$ cat config.mk
export PLATFORM = sky130hd
export DESIGN_NAME = consmax_lut_loader
export DESIGN_NICKNAME = d
export VERILOG_FILES = /design/src/rtl/consmax_pkg.sv /design/src/rtl/consmax_lut_chk.sv /design/src/rtl/consmax_lut_loader.sv
export SDC_FILE = /design/constraint.sdc
export NUM_CORES = 1
export LEC_CHECK = 0
export ABC_AREA = 1
export BUFFER_PORTS_ARGS = -buffer_cell sky130_fd_sc_hd__buf_2
export CORE_MARGIN = 5
export CORE_UTILIZATION = 35
export CTS_BUF_LIST = sky130_fd_sc_hd__clkbuf_8
export CTS_CLUSTER_DIAMETER = 30
export DETAILED_ROUTE_END_ITERATION = 6
export PLACE_DENSITY = 0.61
export SLEW_MARGIN = 10
export SYNTH_ARGS = -nofsm -noshare
export SYNTH_HDL_FRONTEND = slang
export SYNTH_SLANG_ARGS = --single-unit
$ cat constraint.sdc
create_clock -name clk -period 1.7 [get_ports clk]
set_clock_uncertainty 0.15 [all_clocks]
set_input_delay 0.255 -clock clk [delete_from_list [all_inputs] [get_ports clk]]
set_output_delay 0.255 -clock clk [all_outputs]
set_load 0.01 [all_outputs]
$ cat src/rtl/consmax_pkg.sv
`default_nettype none
// +----------------------------------------------------------------------------+
// | Package     : consmax_pkg                                                  |
// | Description : Shared types and constants for the ConSmax LUT loader.       |
// |               - state_t        : loader FSM state encoding                 |
// |               - LUT_ADDR_DFLT  : default per-LUT address width             |
// |               - LUT_DATA_DFLT  : default LUT word width                     |
// |               - CHK_W          : checksum accumulator width                |
// | Revision    : 1.0 - initial release                                        |
// +----------------------------------------------------------------------------+
package consmax_pkg;

  // Loader FSM states.
  typedef enum logic [1:0] {
    ST_IDLE  = 2'd0,
    ST_DRAIN = 2'd1,
    ST_LOAD  = 2'd2,
    ST_DONE  = 2'd3
  } state_t;

  // Default LUT geometry: 16 entries per LUT, bf16-style words.
  localparam int LUT_ADDR_DFLT = 4;
  localparam int LUT_DATA_DFLT = 16;

  // Width of the wrap-around load checksum.
  localparam int CHK_W = 16;

endpackage : consmax_pkg
`default_nettype wire

$ cat src/rtl/consmax_lut_chk.sv
`default_nettype none
// +----------------------------------------------------------------------------+
// | Module      : consmax_lut_chk                                              |
// | Description : Wrap-around additive checksum over the transferred LUT words.|
// |               On clr the sum is zeroed, the expected value is latched and  |
// |               the mismatch flag is cleared. On chk_eval the running sum is |
// |               compared against the latched expectation; the result stays   |
// |               until the next clr.                                          |
// | Ports       : clk       in   clock                                         |
// |               rstn      in   async active-low reset                        |
// |               clr       in   clear sum / latch exp / clear mismatch        |
// |               en        in   accumulate data this cycle                    |
// |               data      in   CHK_W word to accumulate                      |
// |               exp       in   expected checksum (sampled on clr)            |
// |               chk_eval  in   compare sum against latched expectation       |
// |               mismatch  out  registered, sticky comparison result          |
// | Revision    : 1.0 - initial release                                        |
// +----------------------------------------------------------------------------+
module consmax_lut_chk
  import consmax_pkg::*;
(
  input  logic             clk,
  input  logic             rstn,
  input  logic             clr,
  input  logic             en,
  input  logic [CHK_W-1:0] data,
  input  logic [CHK_W-1:0] exp,
  input  logic             chk_eval,
  output logic             mismatch
);

  logic [CHK_W-1:0] sum;
  logic [CHK_W-1:0] exp_q;

  always_ff @(posedge clk or negedge rstn) begin
    if (!rstn) begin
      sum      <= '0;
      exp_q    <= '0;
      mismatch <= 1'b0;
    end else if (clr) begin
      sum      <= '0;
      exp_q    <= exp;
      mismatch <= 1'b0;
    end else begin
      // Natural CHK_W-bit overflow gives the wrap-around sum.
      if (en) begin
        sum <= sum + data;
      end
      if (chk_eval) begin
        mismatch <= (sum != exp_q);
      end
    end
  end

endmodule : consmax_lut_chk
`default_nettype wire

$ cat src/rtl/consmax_lut_loader.sv
`default_nettype none
// +----------------------------------------------------------------------------+
// | Module      : consmax_lut_loader                                           |
// | Description : Writer side of the ConSmax LUT write port. Accepts a         |
// |               valid/ready stream of LUT words, holds off the softmax       |
// |               datapath, waits DRAIN_CYC cycles for in-flight LUT reads to  |
// |               retire, then writes all 2*LUT_DEPTH entries in order         |
// |               (LUT0 then LUT1; address MSB selects LUT1).                  |
// | Build macro : CONSMAX_LUT_CHK_EN - enables the load checksum (chk_err).    |
// |               Undefined: cfg_chk ignored, chk_err tied low.                |
// | Ports       : clk        in   clock                                        |
// |               rstn       in   async active-low reset                       |
// |               start      in   load request pulse (accepted in IDLE only)   |
// |               cfg_chk    in   expected checksum, sampled on accepted start |
// |               in_data    in   LUT word stream                              |
// |               in_valid   in   in_data valid                                |
// |               in_ready   out  loader accepts in_data (state == LOAD)       |
// |               lut_waddr  out  LUT write address                            |
// |               lut_wen    out  LUT write enable                             |
// |               lut_wdata  out  LUT write data                               |
// |               dp_hold    out  hold upstream idata_valid low                |
// |               busy       out  loader not idle                              |
// |               done       out  pulse with the last entry write              |
// |               err_start  out  pulse: start seen while not idle             |
// |               chk_err    out  sticky checksum mismatch                     |
// | Revision    : 1.0 - initial release                                        |
// +----------------------------------------------------------------------------+
module consmax_lut_loader
  import consmax_pkg::*;
#(
  parameter int LUT_ADDR  = LUT_ADDR_DFLT,
  parameter int LUT_DATA  = LUT_DATA_DFLT,
  parameter int DRAIN_CYC = 3
) (
  input  logic                clk,
  input  logic                rstn,
  input  logic                start,
  input  logic [CHK_W-1:0]    cfg_chk,
  input  logic [LUT_DATA-1:0] in_data,
  input  logic                in_valid,
  output logic                in_ready,
  output logic [LUT_ADDR:0]   lut_waddr,
  output logic                lut_wen,
  output logic [LUT_DATA-1:0] lut_wdata,
  output logic                dp_hold,
  output logic                busy,
  output logic                done,
  output logic                err_start,
  output logic                chk_err
);

  // Drain counter sized to hold DRAIN_CYC-1 (at least one bit).
  localparam int DCNT_W = (DRAIN_CYC > 1) ? $clog2(DRAIN_CYC) : 1;
  localparam logic [DCNT_W-1:0] DRAIN_LAST = DCNT_W'(DRAIN_CYC - 1);
  // Address of the final entry across both LUTs.
  localparam logic [LUT_ADDR:0] CNT_LAST = '1;

  state_t              state;
  logic [LUT_ADDR:0]   cnt;
  logic [DCNT_W-1:0]   drain_cnt;

  logic                xfer;
  logic                start_ok;

  assign in_ready = (state == ST_LOAD);
  assign xfer     = in_valid && in_ready;
  assign start_ok = start && (state == ST_IDLE);

  always_ff @(posedge clk or negedge rstn) begin
    if (!rstn) begin
      state     <= ST_IDLE;
      cnt       <= '0;
      drain_cnt <= '0;
      lut_waddr <= '0;
      lut_wen   <= 1'b0;
      lut_wdata <= '0;
      dp_hold   <= 1'b0;
      busy      <= 1'b0;
      done      <= 1'b0;
      err_start <= 1'b0;
    end else begin
      lut_wen   <= 1'b0;
      done      <= 1'b0;
      // Any start outside IDLE (DONE included) is flagged and dropped.
      err_start <= start && (state != ST_IDLE);

      case (state)
        ST_IDLE: begin
          if (start) begin
            state     <= ST_DRAIN;
            cnt       <= '0;
            drain_cnt <= '0;
            dp_hold   <= 1'b1;
            busy      <= 1'b1;
          end
        end

        // dp_hold is already asserted; wait for reads issued before the hold
        // to propagate through idata_valid_reg -> lut_ren -> lut_rvalid.
        ST_DRAIN: begin
          if (drain_cnt == DRAIN_LAST) begin
            state <= ST_LOAD;
          end else begin
            drain_cnt <= drain_cnt + 1'b1;
          end
        end

        ST_LOAD: begin
          if (xfer) begin
            lut_wen   <= 1'b1;
            lut_waddr <= cnt;
            lut_wdata <= in_data;
            // Wraps to 0 after the last entry.
            cnt       <= cnt + 1'b1;
            if (cnt == CNT_LAST) begin
              state <= ST_DONE;
              done  <= 1'b1;
            end
          end
        end

        ST_DONE: begin
          state   <= ST_IDLE;
          dp_hold <= 1'b0;
          busy    <= 1'b0;
        end

        default: begin
          state   <= ST_IDLE;
          dp_hold <= 1'b0;
          busy    <= 1'b0;
        end
      endcase
    end
  end

`ifdef CONSMAX_LUT_CHK_EN
  logic [CHK_W-1:0] chk_data;

  // Words are zero-extended or truncated to the checksum width.
  assign chk_data = CHK_W'(in_data);

  consmax_lut_chk u_chk (
    .clk      (clk),
    .rstn     (rstn),
    .clr      (start_ok),
    .en       (xfer),
    .data     (chk_data),
    .exp      (cfg_chk),
    .chk_eval (state == ST_DONE),
    .mismatch (chk_err)
  );
`else
  logic unused_chk;

  assign unused_chk = ^{cfg_chk, start_ok};
  assign chk_err    = 1'b0;
`endif

endmodule : consmax_lut_loader
`default_nettype wire

### Yosys cells after proc, flatten, opt, wreduce, memory -nomap -nowiden

Cells that the tools add are included.

* bits in registers: 34
* bits of input ports: 36
* output and inout bits: 28
* logic and storage cells: 51

* add/sub/neg operators: 2
* equality and inequality tests: 10
* muxes and demuxes: 18
* reduce and logical (&&, ||, !) cells: 12

Operators by type and width (number)
* 2-bit 2-to-1 mux: 6
* 5-bit 2-to-1 mux: 2
* 5-bit one-hot mux with 2 select lines: 1
* 2-bit one-hot mux with 4 select lines: 1
* 2-bit nonzero test: 4
* 2-bit equality test (second input constant): 3
* 1-bit 2-to-1 mux: 6
* 2-bit inequality test (second input constant): 3
* 3-bit AND reduction: 2
* 5-bit by 1-bit adder with 5-bit output (second input constant): 1
* 5-bit equality test (second input constant): 1
* 2-bit by 1-bit inequality test with 1-bit output (second input constant): 2
* 2-bit one-hot mux with 2 select lines: 1
* 2-bit AND reduction: 2
* 4-bit AND reduction: 1
* 2-bit by 1-bit adder with 2-bit output (second input constant): 1
* 2-bit by 1-bit equality test with 1-bit output (second input constant): 1
* 1-bit logical AND: 2
* 2-bit logical NOT: 1
* 1-bit one-hot mux with 2 select lines: 1

### Longest topological paths before layout

Gate-level depths: netlist of run 1.

* depth after elaboration: 4
* depth in mapped cells: 9
* depth with buffers taken out: 9

### Least setup slack after synthesis of run 1

No wires, ideal clock.

* kind: reg2reg
* start: register state[0]
* end: register cnt[3]
* library setup time: 0.118 ns
* data arrival time: 1.212 ns
* path slack: 0.219 ns
* cell stages (with the launch flop): 8
* path buffers: 0
* period minus slack after synthesis: 1.481 ns
* cell sequence: dfrtp_1 > inv_1 > ha_1 > nor2_1 > nor2_4 > inv_1 > nand2_1 > nand2_1

* longest elaborated chain between the ends: 4
* elaborated cells on any way between the ends: 8
* classes of those cells: eq/ne (3); mux (1); reduce/logical (4)

Ends and longest elaborated chain
* from (decl): RTL line consmax_lut_loader.sv:58 `state_t state;`
* from (signal assigned): RTL line consmax_lut_loader.sv:71 `state <= ST_IDLE;`
* from (signal assigned): RTL line consmax_lut_loader.sv:90 `state <= ST_DRAIN;`
* from (signal assigned): RTL line consmax_lut_loader.sv:102 `state <= ST_LOAD;`
* 2-bit equality test (*): RTL line consmax_lut_loader.sv:65 `assign in_ready = (state == ST_LOAD);`
* via in_ready: RTL line consmax_lut_loader.sv:41 `output logic in_ready,`
* 1-bit logical AND: RTL line consmax_lut_loader.sv:66 `assign xfer = in_valid && in_ready;`
* 2-bit by 1-bit inequality test with 1-bit output (no line)
* 3-bit AND reduction (no line)
* to (signal assigned): RTL line consmax_lut_loader.sv:114 `cnt <= cnt + 1'b1;`
* to (decl): RTL line consmax_lut_loader.sv:59 `logic [LUT_ADDR:0] cnt;`

The timed path passes the listed nets; every way through them passes the cells marked *.
A chain may end at the register's enable or synchronous reset.

### Worst setup path in the final report of run 1

* start: register state[1]
* end: register cnt[3]

* longest elaborated chain between the ends: 4
* elaborated cells on any way between the ends: 8
* classes of those cells: eq/ne (3); mux (1); reduce/logical (4)

Ends and longest elaborated chain (RTL line)
* 2-bit equality test: consmax_lut_loader.sv:65, consmax_lut_loader.sv:87
* 1-bit logical AND: consmax_lut_loader.sv:66
* 2-bit by 1-bit inequality test with 1-bit output (no line)
* 3-bit AND reduction (no line)

Parallel ways exist; a longest one is shown, timed or not.

==> flow_summary_export.csv, run 1 <==
group,metric,value,unit
finish,antenna_cells,0,
yosys,netlist_instances,177,
sta,worst_slack,0.1044,ns
floorplanning,die_h,75.88,microns
global_route,grt_max_degree,35,
power,p_per_area,1587,nW/um^2
setup_path,crit_arrival,1.62,ns
floorplanning,core,4294,sq um
status,status,"finished, final reports clean",
global_route,top_usage_layer,"met2",
setup_path,crit_fanout,6,
setup_path,required,1.72,ns
sta,setup_violations,0,
floorplanning,initial_core_util,35.37,%
routing,ant_nets,0,
job,maxCapViolCount,0,
clock_network,cts.path.max_buffers,2,
setup_path,critPathKind,"reg -> reg",
place,dpl.hpwl,2180,microns
floorplanning,row_count,24,
place,place_area,1814,sq um
place,io_buffers,46,
global_route,met3_usage,3.958,%
finish,drive_above_1_share,27.71,%
finish,fin_cells,283,
sta,fmax,0.6267,GHz
place,place_inst,274,
clock_network,clkTransAtPathRegs,0.07,ns
finish,final_area,1919,sq um
global_route,use_met2,17.97,%
routing,drt_pass1_iterations,4,
power,leakagePower,0.001116,uW
setup_path,start_kind,"register",
routing,post_drt_via_cell_ratio,4.346,
setup_path,crit_path_end_kind,"register",
place,place_ws,0.1176,ns
clock_network,root_buffer,"clkbuf_8",
floorplanning,dieArea,5757,sq um
sta,fin_crit,1.596,ns
power,finalPower,3045,uW
power,ir_drop,0.6544,mV
clock_network,tritoncts,"yes",
global_route,gr-usage-met1,13.92,%
global_route,antenna_found_initial,0,
yosys,yosysWarnings,0,
yosys,seq_area_frac_synth,56.01,%
routing,wirelength,3017,microns
clock_network,numCtsBuffers,5,
finish,areaGrowthSynthToFinish,26.36,%
finish,final_core_util,44.70,%
global_route,grt_usage,11.46,%
min_path,worstHoldPathType,"in -> reg",
yosys,syn_area_per_cell,8.582,sq um
routing,drc,0,
sta,hold_violations,0,
clock_network,clock_sinks,34,
routing,via_count,1230,
routing,drtIter0Drc,22,
place,gp_congestion,0.8148,
clock_network,htreeDepth,2,
floorplanning,fp.dieW,75.88,microns
global_route,grt_pass1_vias,1140,
clock_network,clock_latency,0.28,ns
floorplanning,ios,64,
global_route,grt_pass1_wl,4947,microns
yosys,ys_types,18,
sta,drv_slew,0,
yosys,syn-num-nets,220,
global_route,gr-total-overflow,0,
yosys,ys_seq_elements,34,
finish,final_nets,274,
yosys,syn_area,1519,sq um
sta,post-route-period-util,93.86,%
routing,post_drt_wl_per_cell,10.66,microns
==> path summary, 6_finish.rpt <==
path,start,end,slack [ns],cells after the start
max,state[1],cnt[3],0.10,8
min,in_data[15],lut_wdata[15],0.01,3
max reg2reg,state[1],cnt[3],0.10,8
min reg2reg,lut_wdata[14],lut_wdata[14],0.32,2
max in group asynchronous,rstn,lut_wdata[7],0.72,3
min in group asynchronous,rstn,state[0],0.38,3
==> through the flow <==
step | TNS [ns] | hold slack [ns]
global placement | 0 | 0.1676
detailed placement | 0 | 0.1664
floorplan | 0 | -0.1906
global route | -0.006523 | 0.004463
finish | 0 | 0.01213
CTS | 0 | 0.003639
==> routing by layer <==
layer,share of wire [%],up-vias
li1,-,635
met5,0,-
met4,2.2,0
met3,7.8,6
met1,46,555
met2,44,34
==> layout by cell type, fill, tap and decap left out <==
| cell type | instances |
|---|---|
| a21oi_1 | 1 |
| buf_12 | 1 |
| buf_2 | 46 |
| buf_4 | 4 |
| clkbuf_8 | 5 |
| clkinv_2 | 2 |
| conb_1 | 1 |
| dfrtp_1 | 34 |
| dlygate4sd3_1 | 1 |
| ha_1 | 6 |
| ha_2 | 1 |
| inv_1 | 21 |
| inv_6 | 1 |
| nand2_1 | 80 |
| nand2_2 | 1 |
| nand2_4 | 1 |
| nand3_1 | 2 |
| nand4_1 | 2 |
| nor2_1 | 8 |
| nor2_4 | 1 |
| nor3b_1 | 1 |
| o21ai_0 | 8 |
| o21ai_1 | 2 |
| o21ai_2 | 1 |
==> cell usage after synthesis <==
| cell | count | area (sq um) |
|---|---|---|
| nand2_1 | 81 | 304.0 |
| dfrtp_1 | 34 | 850.8 |
| inv_1 | 21 | 78.83 |
| nor2_1 | 8 | 30.03 |
| o21ai_0 | 8 | 40.04 |
| ha_1 | 7 | 87.58 |
| o21ai_1 | 3 | 15.01 |
| buf_4 | 2 | 15.01 |
| buf_6 | 2 | 22.52 |
| nand3_1 | 2 | 10.01 |
| nand4_1 | 2 | 12.51 |
| a21oi_1 | 1 | 5.000 |
| buf_2 | 1 | 5.000 |
| conb_1 | 1 | 3.750 |
| inv_6 | 1 | 8.760 |
| nand2_4 | 1 | 11.26 |
| nor2_4 | 1 | 11.26 |
| nor3b_1 | 1 | 7.510 |
==> what timing repair did <==
item,in CTS,in global routing
setup endpoints to repair,0,3
setup buffers,0,1
hold buffers,1,0
endpoints found under the hold margin,34,0
gates resized for setup,0,3
==> worst max-delay path, cell delays in order (launching register included) <==
cell     delay, ns
dfrtp_1       0.40
inv_1         0.08
ha_1          0.25
nand2_2       0.12
nand2_1       0.12
nor2_4        0.19
inv_1         0.08
nand2_1       0.06
nand2_1       0.05
==> layout make-up <==
class / instances / area (sq um)
Sequential cell: 34 / 850.8
Clock inverter: 2 / 10.01
Inverter: 22 / 87.58
Multi-Input combinational cell: 116 / 546.8
Clock buffer: 5 / 68.82
Timing Repair Buffer: 52 / 290.3
Fill cell: 451 / 2375
Tap cell: 52 / 65.06
==> sequential cells by signal, summed over array words and instances, names as in the netlist <==
name	cells
lut_waddr	5
done	1
drain_cnt	2
lut_wdata	16
err_start	1
state	2
cnt	5
lut_wen	1
busy	1
==> kinds of logic (layout without fill, tap and decap cells) <==
family | Yosys count | after routing | synth area share, %
flip-flops | 34 | 34 | 56.01
AO/OA/AOI/OAI | 12 | 12 | 3.953
buffers and inverters | 27 | 81 | 8.566
adder cells (fa/ha/maj) | 7 | 7 | 5.766
other | 1 | 1 | 0.2469
AND/OR/NAND/NOR | 96 | 96 | 25.45
==> where the power goes <==
group | switching [uW] | total, uW | internal [uW]
Sequential | 141 | 1230 | 1090
Combinational | 763 | 1270 | 511
Clock | 269 | 543 | 274
Total | 1170 | 3050 | 1870
(Power assumes the default switching activity.)
==> run 2, diff against run 1 <==
--- a/config.mk
+++ b/config.mk
@@ -5,14 +5,13 @@
 export SDC_FILE = /design/constraint.sdc
 export NUM_CORES = 1
 export LEC_CHECK = 0
-export ABC_AREA = 1
 export BUFFER_PORTS_ARGS = -buffer_cell sky130_fd_sc_hd__buf_2
 export CORE_MARGIN = 5
 export CORE_UTILIZATION = 35
 export CTS_BUF_LIST = sky130_fd_sc_hd__clkbuf_8
 export CTS_CLUSTER_DIAMETER = 30
 export DETAILED_ROUTE_END_ITERATION = 6
-export PLACE_DENSITY = 0.61
+export PLACE_DENSITY = 0.6
 export SLEW_MARGIN = 10
 export SYNTH_ARGS = -nofsm -noshare
 export SYNTH_HDL_FRONTEND = slang
==> constraint.sdc (replaced) <==
create_clock -name clk -period 2.06 [get_ports clk]
set_clock_uncertainty 0.15 [all_clocks]
set_input_delay 0.309 -clock clk [delete_from_list [all_inputs] [get_ports clk]]
set_output_delay 0.309 -clock clk [all_outputs]
set_load 0.01 [all_outputs]
==> run 2 against run 1 <==
Core utilization rose by 0.10 points. Clock-buffer cell count did not move. Sequential share of layout area fell by 0.65 points. Critical endpoint is now state[1]. Cell count fell by 18%. Via count fell by 6.6%. Highest routed layer unchanged. Largest power group unchanged.
==> flow_summary_export.csv, run 2 <==
group,metric,value,unit
status,status,"finished, final reports clean",
yosys,syn_area_per_cell,12.33,sq um
finish,areaGrowthSynthToFinish,23.63,%
routing,drtIter0Drc,43,
floorplanning,row_count,24,
yosys,synth.most_common_cell,"dfrtp_1",
job,maxCapViolCount,0,
finish,final_cell_mix,"buf_2, dfrtp_1, mux2_2",
sta,fin_crit,1.930,ns
finish,final_nets,222,
yosys,synth_flop_cell,"dfrtp_1",
setup_path,critPathKind,"reg -> reg",
finish,regArea,852.1,sq um
setup_path,crit_fanout,5,
setup_path,regToRegSetupSlack,0.13,ns
yosys,synth_top_area_share,53.93,%
sta,maxSlewHeadroom,49.61,%
floorplanning,initial_core_util,36.24,%
global_route,grt_pass1_vias,1235,
setup_path,crit_path_end_kind,"register",
clock_network,numCtsBuffers,5,
global_route,grt_pass1_wl,5699,microns
yosys,synth_edf_count,0,
clock_network,tritoncts,"yes",
global_route,antenna_found_initial,0,
clock_network,cts.path.max_buffers,2,
yosys,synth.area.top_cells,"dfrtp_1, mux2_2, ha_1",
setup_path,start_kind,"register",
routing,drt_pass1_iterations,4,
place,io_buffers,46,
power,pwr-share-clk,16.0,%
finish,largest_reg_flops,16,
setup_path,r2r_end,"state[1]",
finish,reg_top3,"lut_wdata x16, cnt x5, lut_waddr x5",
floorplanning,fp.dieW,77.14,microns
floorplanning,core,4354,sq um
finish,drive_above_1_share,46.37,%
clock_network,htreeDepth,2,
routing,ant_nets,0,
setup_path,cp-endpoint,"state[1]",
clock_network,root_buffer,"clkbuf_8",
setup_path,r2r_cells,6,
place,gp_congestion,0.7887,
yosys,synth_top_area_cell,"dfrtp_1",
global_route,gr-total-overflow,0,
yosys,syn-num-nets,171,
min_path,worstHoldPathType,"in -> reg",
yosys,ys_seq_elements,34,
floorplanning,dieArea,5951,sq um
setup_path,crit_arrival,1.95,ns
sta,post-route-period-util,93.68,%
global_route,grt_usage,11.73,%
routing,post_drt_wl_per_cell,14.29,microns
floorplanning,die_h,77.14,microns
sta,fmax,0.5182,GHz
floorplanning,ios,64,
routing,drc,0,
power,power_switching,1021,uW
finish,antenna_cells,0,
global_route,grt_max_degree,35,
power,combPwrFrac,44.8,%
yosys,netlist_instances,128,
clock_network,clock_latency,0.28,ns
power,switching_share,36.11,%
routing,post_drt_via_cell_ratio,4.974,
yosys,syn_area,1578,sq um
setup_path,critPathLaunch,"cnt[1]",
finish,layout_commonest_cell,"buf_2",
clock_network,clock_sinks,34,
power,p_per_area,1449,nW/um^2
yosys,ys_types,33,
sta,rsz0062_at_grt,"no",
routing,wirelength,3302,microns
yosys,seq_area_frac_synth,53.93,%
clock_network,clkTransAtPathRegs,0.06,ns
sta,worst_slack,0.1302,ns
finish,regMostFlops,"lut_wdata",
sta,setup_violations,0,
finish,filler_cell_count,416,
setup_path,worstReg2RegStart,"cnt[1]",
power,p_seq_share,39.3,%
yosys,synth-async-reset-ratio,100.0,%
place,place_ws,0.005577,ns
power,internal_power,1806,uW
clock_network,postCtsSetupRepairBufs,0,
yosys,ys_top_cells_by_count,"dfrtp_1, mux2_2, nand2_1, ha_1, o21ai_0",
yosys,yosysWarnings,0,
sta,worstMarginPinSlew,0.7559,ns
routing,via_count,1149,
place,dpl.hpwl,2401,microns
setup_path,required,2.08,ns
power,ir_drop,0.5243,mV
sta,drv_slew,0,
power,leakagePower,0.0009820,uW
sta,finalSetupTns,0,ns
finish,multiInputGateArea,658.1,sq um
sta,hold_violations,0,
## run 2: cell types whose count changed after synthesis, moves of 3 or more
cell,previous run,this run
nand2_1,81,9
mux2_2,0,21
inv_1,21,5
nor2_1,8,2
nor2b_1,0,4
a22o_1,0,3
nand2b_1,0,3
o21ai_1,3,0
## run 2: logic make-up (layout without fill, tap and decap cells)
family	Yosys count	in the layout	synth area share, %
compound gates	20	20	8.724
fa+ha+maj	7	7	5.551
buf+inv	13	64	4.679
flops	34	34	53.93
mux	23	23	16.26
other cells	1	1	0.2377
simple gates	30	30	10.63
## run 2: power by group through the flow
stage	logic, uW	clock network, uW	registers, uW
floorplan	730	0	1220
global placement	1210	0	1100
detailed placement	1270	0	1120
CTS	1290	472	1110
global route	1410	507	1140
finish	1270	451	1110
## run 2: worst min-delay path by stage
stage / to / start / depth (start not counted)
2_1_floorplan: busy / rstn / 0
3_3_place_gp: lut_wdata[11] / rstn / 1
3_5_place_dp: lut_wdata[6] / rstn / 1
4_1_cts: lut_wdata[15] / in_data[15] / 2
5_1_grt: lut_wdata[3] / in_data[3] / 2
6_report: lut_wdata[15] / in_data[15] / 2
## run 2: cell type report
cell class | instances | share of cell area, %
Sequential cell | 34 | 43.68
Multi-Input combinational cell | 81 | 33.74
Timing Repair Buffer | 52 | 14.24
Clock buffer | 5 | 3.528
Tap cell | 52 | 3.335
Inverter | 5 | 0.9622
Clock inverter | 2 | 0.5131
## run 2: routing by layer
layer  share of wire, %  global-route usage [%]
met5                  0                       0
met4                1.8                   4.124
met3                 10                   5.269
met2                 46                   19.61
met1                 43                   13.11
## run 2: per-stage QoR
step	utilization (%)	instance area (sq um)	total power [uW]	hold WS [ns]	cells
CTS	44.77	1949	2868	0.09906	231
global placement	42.61	1856	2310	0.2609	223
finish	44.80	1951	2827	0.1056	231
detailed placement	42.61	1856	2391	0.2826	223
global route	44.80	1951	3055	0.1032	231
floorplan	-	1578	1945	-0.1366	128
## run 2: repair_timing
| item | CTS | global route |
|---|---|---|
| resized for setup | 1 | 1 |
| hold endpoints to repair | 34 | 0 |
| pin swaps | 0 | 0 |
| setup endpoints to repair | 1 | 1 |
| hold buffers | 1 | 0 |
## run 2: critical path: stages (launching register included)
cell	delay, ns
dfrtp_2	0.41
ha_1	0.18
and3_1	0.17
ha_1	0.17
nand2_1	0.07
a211oi_2	0.30
mux2_2	0.36
==> run 3, diff against run 2 <==
--- a/config.mk
+++ b/config.mk
@@ -6,12 +6,15 @@
 export NUM_CORES = 1
 export LEC_CHECK = 0
 export BUFFER_PORTS_ARGS = -buffer_cell sky130_fd_sc_hd__buf_2
+export CAP_MARGIN = 20
 export CORE_MARGIN = 5
 export CORE_UTILIZATION = 35
 export CTS_BUF_LIST = sky130_fd_sc_hd__clkbuf_8
 export CTS_CLUSTER_DIAMETER = 30
 export DETAILED_ROUTE_END_ITERATION = 6
 export PLACE_DENSITY = 0.6
+export RECOVER_POWER = 50
+export REMOVE_ABC_BUFFERS = 1
 export SLEW_MARGIN = 10
 export SYNTH_ARGS = -nofsm -noshare
 export SYNTH_HDL_FRONTEND = slang
==> run 3 against run 2 <==
Sequential power hardly changed. Routed wire length is 7.6% lower. Largest cell class unchanged. Design area is 1.9% lower. Die area stayed put. Total power is 3.8% lower. Setup slack better by 0.056 ns. Sequential cell count stayed put. Register-to-register slack better by 0.06 ns. Combinational power is 7% lower. Clock power is 2% lower. Clock-buffer cell count stayed put.
==> flow_summary_export.csv, run 3 (synthesis gave the netlist of run 2 again) <==
group,metric,value,unit
setup_path,cp-endpoint,"state[1]",
global_route,grt_pass1_vias,1176,
sta,fin_crit,1.874,ns
power,ir_drop,0.6049,mV
setup_path,crit_arrival,1.89,ns
finish,multiInputGateArea,658.1,sq um
power,finalPower,2720,uW
power,p_per_area,1422,nW/um^2
setup_path,path_cells,"ha_1 > and3_1 > ha_1 > nand2_1 > a211oi_2 > mux2_2",
routing,drtIter0Drc,38,
setup_path,start_kind,"register",
clock_network,cts.path.max_buffers,2,
floorplanning,die_h,77.14,microns
clock_network,postCtsSetupRepairBufs,0,
setup_path,cp_top_family,"flip-flops",
setup_path,required,2.08,ns
global_route,gr-total-overflow,0,
sta,rsz0062_at_grt,"no",
finish,largest_reg_flops,16,
clock_network,clock_sinks,34,
setup_path,worstReg2RegStart,"cnt[1]",
sta,setup_violations,0,
setup_path,crit_path_end_kind,"register",
clock_network,clock_latency,0.28,ns
setup_path,slowest_stage,"dfrtp_1",
setup_path,regToRegSetupSlack,0.19,ns
floorplanning,fp.dieW,77.14,microns
routing,via_count,1122,
floorplanning,row_count,24,
setup_path,critPathLaunch,"cnt[1]",
place,io_buffers,46,
finish,regArea,850.8,sq um
setup_path,cp.depth,6,
setup_path,slowest_delay,0.41,ns
sta,holdWs,0.1114,ns
clock_network,root_buffer,"clkbuf_8",
finish,final_nets,222,
sta,worstMarginPinSlew,0.8082,ns
routing,ant_nets,0,
global_route,grt_pass1_wl,5147,microns
finish,final_cell_mix,"dfrtp_1, clkbuf_1, mux2_2",
routing,post_drt_wl_per_cell,13.21,microns
floorplanning,initial_core_util,36.24,%
routing,drc,0,
global_route,grt_usage,10.49,%
sta,finalSetupTns,0,ns
finish,reg_top3,"lut_wdata x16, cnt x5, lut_waddr x5",
sta,post-route-period-util,90.96,%
place,dpl.hpwl,2297,microns
clock_network,clkTransAtPathRegs,0.06,ns
job,maxCapViolCount,0,
sta,maxSlewHeadroom,46.12,%
finish,drive_above_1_share,30.73,%
floorplanning,dieArea,5951,sq um
finish,regMostFlops,"lut_wdata",
global_route,antenna_found_initial,0,
sta,fmax,0.5337,GHz
finish,areaGrowthSynthToFinish,21.25,%
min_path,worstHoldPathType,"in -> reg",
setup_path,critPathKind,"reg -> reg",
finish,filler_cell_count,428,
place,gp_congestion,0.8138,
finish,antenna_cells,0,
power,leakagePower,0.0008966,uW
sta,drv_slew,0,
setup_path,r2r_end,"state[1]",
floorplanning,core,4354,sq um
setup_path,crit_fanout,5,
status,status,"finished, final reports clean",
setup_path,crit_top_cell,"ha_1",
setup_path,crit_buf_inv,0,
place,place_area,1856,sq um
global_route,grt_max_degree,35,
finish,final_area,1913,sq um
clock_network,numCtsBuffers,5,
setup_path,r2r_cells,6,
routing,drt_pass1_iterations,4,
routing,wirelength,3051,microns
sta,hold_violations,0,
floorplanning,ios,64,
clock_network,tritoncts,"yes",
clock_network,htreeDepth,2,
finish,layout_commonest_cell,"dfrtp_1",
routing,post_drt_via_cell_ratio,4.857,
-- run 3: cell count changes in the layout (fill, tap and decap cells not counted) --
cell and delta:
clkbuf_2 +1, buf_2 -27, clkbuf_1 +27, buf_4 -1
dfrtp_2 -1, dfrtp_1 +1
-- run 3: routing by layer --
layer	part of all wire (%)	wire (microns)	global-route usage, %
met1	47	1419	12.24
met2	41	1252	16.25
met3	11	337	5.738
met4	1.3	41	3.608
met5	0	0	0
-- run 3: per-stage QoR --
stage / setup slack, ns / std cells / util [%]
after CTS: 0.09906 / 231 / 44.66
final: 0.1861 / 231 / 43.94
after global routing: 0.06670 / 231 / 43.94
after floorplan: -0.02822 / 120 / -
after global placement: 0.1231 / 223 / 42.61
after detailed placement: 0.1268 / 223 / 42.61
-- run 3: worst min-delay path by stage --
| stage | end | depth (start not counted) | start | slack, ns |
|---|---|---|---|---|
| detailed placement | lut_wdata[6] | 1 | rstn | 0.27 |
| CTS | lut_wdata[0] | 2 | in_data[0] | 0.11 |
| finish | lut_wdata[0] | 2 | in_data[0] | 0.11 |
| floorplan | busy | 0 | rstn | -0.14 |
| global route | lut_wdata[2] | 2 | in_data[2] | 0.11 |
| global placement | lut_wdata[15] | 1 | rstn | 0.26 |
-- run 3: area by class of cell --
type | count | share of cell area, %
Clock buffer | 5 | 3.597
Clock inverter | 2 | 0.5232
Inverter | 5 | 0.9810
Multi-Input combinational cell | 81 | 34.40
Sequential cell | 34 | 44.47
Tap cell | 52 | 3.401
Timing Repair Buffer | 52 | 12.62
-- run 3: repair_timing --
item / 4_1_cts / 5_1_grt
setup endpoints to repair: 0 / 1
resized for setup: 0 / 1
hold endpoints to repair: 34 / 0
hold buffers: 1 / 0
-- run 3: power breakdown --
group          internal (uW)  switching, uW  total (uW)  leakage (uW)
clock network            226            215         441     0.0000438
logic                    561            614        1180      0.000427
registers                947            157        1100      0.000426
